### config.mk
export PLATFORM = sky130hd
export DESIGN_NAME = mul_seq
export DESIGN_NICKNAME = d
export VERILOG_FILES = /design/src/rtl/mul_pkg.sv /design/src/rtl/mul_step.sv /design/src/rtl/mul_seq.sv
export SDC_FILE = /design/constraint.sdc
export NUM_CORES = 1
export LEC_CHECK = 0
export BUFFER_PORTS_ARGS = -buffer_cell sky130_fd_sc_hd__buf_2
export CORE_ASPECT_RATIO = 1.5
export CORE_UTILIZATION = 55
export CTS_BUF_LIST = sky130_fd_sc_hd__clkbuf_8 sky130_fd_sc_hd__clkbuf_16
export CTS_CLUSTER_DIAMETER = 50
export DETAILED_ROUTE_END_ITERATION = 7
export GPL_ROUTABILITY_DRIVEN = 0
export GPL_TIMING_DRIVEN = 0
export PLACE_DENSITY = 0.79
export SYNTH_ARGS = -nofsm -noshare
export SYNTH_HDL_FRONTEND = slang
export SYNTH_SLANG_ARGS = --single-unit
### constraint.sdc
create_clock -name clk -period 7.5 [get_ports clk]
set_input_delay 2.25 -clock clk [delete_from_list [all_inputs] [get_ports clk]]
set_output_delay 2.25 -clock clk [all_outputs]
set_load 0.02 [all_outputs]
### src/rtl/mul_pkg.sv
// Shared types and sizing helpers for the sequential shift-and-add multiplier.
package mul_pkg;

   typedef enum logic [1:0] {
      IDLE = 2'd0,
      RUN  = 2'd1,
      DONE = 2'd2
   } state_t;

   localparam int WA_DEF = 8;
   localparam int WB_DEF = 4;

   // Iteration counter width; never narrower than one bit.
   function automatic int cnt_width(input int wb);
      return (wb < 2) ? 1 : $clog2(wb);
   endfunction

endpackage

### src/rtl/mul_step.sv
// One shift-and-add iteration: adds the multiplicand shifted by cnt when the
// selected multiplier bit is set. Purely combinational.
module mul_step #(
   parameter int WA = 8,
   parameter int WB = 4,
   parameter int CW = 2
) (
   input  logic [WA+WB-1:0] acc,
   input  logic [WA-1:0]    a_reg,
   input  logic             b_bit,
   input  logic [CW-1:0]    cnt,
   output logic [WA+WB-1:0] acc_next
);

   logic [WA+WB-1:0] partial;

   always_comb begin
      partial  = {{WB{1'b0}}, a_reg} << cnt;
      acc_next = b_bit ? (acc + partial) : acc;
   end

endmodule

### src/rtl/mul_seq.sv
// Sequential multiplier p = a*b (+ r when MUL_SEQ_ADDEND_EN is defined),
// one multiplier bit per clock, one operation in flight.
module mul_seq
   import mul_pkg::*;
#(
   parameter int WA = WA_DEF,
   parameter int WB = WB_DEF
) (
   input  logic             clk,
   input  logic             rst,
   input  logic             start,
   input  logic [WA-1:0]    a,
   input  logic [WB-1:0]    b,
   input  logic [WB-1:0]    r,
   output logic             ready,
   output logic             busy,
   output logic             done,
   output logic [WA+WB-1:0] p
);

   localparam int          CW   = cnt_width(WB);
   localparam int          WP   = WA + WB;
   localparam logic [CW-1:0] LAST = CW'(WB - 1);

`ifdef MUL_SEQ_ADDEND_EN
   localparam logic ADDEND_EN = 1'b1;
`else
   localparam logic ADDEND_EN = 1'b0;
`endif

   state_t          state;
   state_t          state_next;
   logic [WA-1:0]   a_reg;
   logic [WB-1:0]   b_reg;
   logic [WP-1:0]   acc;
   logic [WP-1:0]   acc_next;
   logic [WP-1:0]   acc_init;
   logic [CW-1:0]   cnt;
   logic            accept;

   // Handshake: a request is taken on any rising edge where start and ready
   // are both high; ready is high in IDLE and in the single DONE cycle, so a
   // start held through DONE is taken back-to-back. start while busy is dropped.
   assign ready  = (state == IDLE) || (state == DONE);
   assign busy   = (state == RUN);
   assign done   = (state == DONE);
   assign accept = start && ready;

   // With the addend disabled r is masked to zero, keeping the port in place.
   assign acc_init = {{WA{1'b0}}, r & {WB{ADDEND_EN}}};

   mul_step #(
      .WA (WA),
      .WB (WB),
      .CW (CW)
   ) u_step (
      .acc      (acc),
      .a_reg    (a_reg),
      .b_bit    (b_reg[cnt]),
      .cnt      (cnt),
      .acc_next (acc_next)
   );

   always_ff @(posedge clk) begin
      if (rst) begin
         state <= IDLE;
      end else begin
         state <= state_next;
      end
   end

   always_comb begin
      state_next = state;
      unique case (state)
         IDLE:    if (start) state_next = RUN;
         RUN:     if (cnt == LAST) state_next = DONE;
         DONE:    state_next = start ? RUN : IDLE;
         default: state_next = IDLE;
      endcase
   end

   always_ff @(posedge clk) begin
      if (rst) begin
         a_reg <= '0;
         b_reg <= '0;
         acc   <= '0;
         cnt   <= '0;
         p     <= '0;
      end else if (accept) begin
         a_reg <= a;
         b_reg <= b;
         acc   <= acc_init;
         cnt   <= '0;
      end else if (state == RUN) begin
         acc <= acc_next;
         cnt <= cnt + 1'b1;
         // The final step lands in p so it is valid throughout DONE and holds after.
         if (cnt == LAST) p <= acc_next;
      end
   end

endmodule

==> flow_metrics.env <==
export IMPL_drcViolationCount=0
export IMPL_worst_path_most_repeated_cell="buf_2"
export IMPL_dr_pass1_iters=4
export IMPL_reg2reg_slack_ps=4370
export IMPL_area_delta_synth_final_pct=12.1
export IMPL_cpPeakStageDelay_ps=370
export IMPL_hp_class="flip-flop to flip-flop"
export IMPL_ys_seq_area_share_pct=34.1
export IMPL_grt_overflow=0
export IMPL_fin_nets=357
export IMPL_drv_cap=0
export IMPL_cp_num_buf_inv=2
export IMPL_critPathTopFamily="buffers and inverters"
export IMPL_grt_pass1_wl_microns=8740
export IMPL_cts_setup_buffers=0
export IMPL_crit_required_ps=5250
export IMPL_io_buffers=28
export IMPL_slew_headroom_pct=65.3
export IMPL_syn_area_per_cell_sq_um=8.10
export IMPL_ir_drop_mv=0.132
export IMPL_ys_warn_count=0
export IMPL_synth_ff_type="dfxtp_1"
export IMPL_arrival_ps=1300
export IMPL_status="complete, no violations"
export IMPL_hpwl_microns=4040
export IMPL_drive_gt1_share_pct=15.3
export IMPL_synth_distinct_cells=49
export IMPL_setup_viol=0
export IMPL_ctsRootBufferMaster="clkbuf_8"
export IMPL_worstSkewPairLatency_ps=290
export IMPL_ios=34
export IMPL_clock_path_buffers=2
export IMPL_postSynth_asyncResetShare_pct=0
export IMPL_final_cell_mix="nand2_1, dfxtp_1, buf_2, a21oi_1, nor2_1"
export IMPL_worstSetupPathType="flip-flop to output pin"
export IMPL_slew_viol_final=0
export IMPL_drt_iter0_markers=72
export IMPL_antenna_found_initial=0
export IMPL_final_core_util_pct=65.4
export IMPL_fin_crit_ps=3550
export IMPL_ys_ff_latch=40
export IMPL_clock_skew_ps=4.67
export IMPL_tns_ps=0
export IMPL_rsz0062_at_grt="no"
export IMPL_grt_pass1_vias=1970
export IMPL_diodes=0
export IMPL_critPathSlowestCell="dfxtp_1"
export IMPL_power_mw=0.424
export IMPL_path_max_fanout=10
export IMPL_startpoint_type="flip-flop"
export IMPL_p_leak_nw=1.09
export IMPL_fmax_mhz=282
export IMPL_htree_levels=2
export IMPL_worst_pin_slew_ps=521
export IMPL_synthCells=290
export IMPL_post_cts_hold_buffer_count=0
export IMPL_worstSetupEndpointType="output pin"
export IMPL_numClockSinks=40
export IMPL_tritoncts="yes"
export IMPL_vias=2105
export IMPL_wl_per_cell_microns=14.1
export IMPL_die_area_sq_um=4540
export IMPL_start_util_pct=58.3
export IMPL_fp_dieW_microns=55.4
export IMPL_viasPerCell=5.67
export IMPL_mostFrequentLayoutCell="nand2_1"
export IMPL_grt_total_usage_pct=24.7
export IMPL_cp_cell_sequence="nor2b_1 > buf_2 > buf_2"
export IMPL_period_share_pct=47.3
export IMPL_rows=28
export IMPL_synth_edf_count=0
export IMPL_finalHoldViolCount=0
export IMPL_synth_fp_nets=322
export IMPL_p_per_area_nw_per_um2=161
export IMPL_fp_dieH_microns=82.1
export IMPL_core_region_area_sq_um=4030
export IMPL_cts_made_buffers=5
export IMPL_grt_max_degree=14
export IMPL_clkTransAtPathRegs_ps=80
export IMPL_drt_total_wl_microns=5230
export IMPL_postRouteAntennaNets=0
export IMPL_netlist_area_sq_um=2350
export IMPL_post_cts_resize_count=0
## metrics by stage
stage	setup slack (ps)	hold slack (ps)	area [sq um]	instances
3_5_place_dp	3660	443	2550	363
5_1_grt	3870	482	2630	371
3_3_place_gp	3640	440	2550	363
4_1_cts	3960	454	2630	371
2_1_floorplan	3990	433	2350	290
6_report	3950	451	2630	371
## path summary, 6_finish.rpt
kind,cells after the start,end,start
worst max register to register,11,p[8],cnt[0]
worst min register to register,2,p[1],p[1]
worst min-delay path,2,p[1],p[1]
worst max-delay path,3,busy,state[0]
## area by class of cell
class | count | area (sq um)
multi-input combinational | 224 | 1430
fill | 350 | 1400
sequential | 40 | 801
timing repair buffer | 28 | 140
buffer | 19 | 96.3
clock buffer | 5 | 68.8
tap | 45 | 56.3
inverter | 7 | 26.3
clock inverter | 3 | 18.8
## synthesized netlist by cell type (all sizes together) (3+ instances only)
cell type,n,area (sq um)
nand2,49,186
dfxtp,40,801
a21oi,33,165
nor2,25,93.8
mux2i,21,210
ha,12,150
a211oi,11,82.6
nand3,11,55.1
clkbuf,10,37.5
buf,9,58.8
inv,7,26.3
nor2b,6,37.5
xnor2,5,43.8
a21o,4,30.0
nand4,4,25.0
xor2,4,35.0
and2,3,18.8
nand2b,3,18.8
o21ai,3,15.0
## per-layer routing
metal | vias up | global-route usage, % | routed length [microns]
li1 | 1090 | - | -
met1 | 952 | 26.5 | 2220
met2 | 53 | 47.6 | 2720
met3 | 10 | 4.25 | 207
met4 | 0 | 10.0 | 88
met5 | - | 0 | 0
## tightest hold or removal path, cell delays in order (launching register included)
cell     delay (ps)
dfxtp_1         310
nand2_1          50
a21oi_1          50
## power breakdown
| part | total, mW | switching [mW] | internal, mW | leakage (nW) |
|---|---|---|---|---|
| combinational | 0.0596 | 0.0364 | 0.0232 | 0.716 |
| sequential | 0.222 | 0.00408 | 0.218 | 0.325 |
| clock | 0.142 | 0.0774 | 0.0648 | 0.0479 |
## cells by family after synthesis
group	count (synthesis)	synth area share (%)
fa+ha+maj	13	7.24
mux	23	10.4
buf+inv	26	5.22
simple gates	112	21.8
flops	40	34.1
xor+xnor	9	3.35
compound gates	67	17.9
Note: power is estimated with default switching activity, not from simulation.
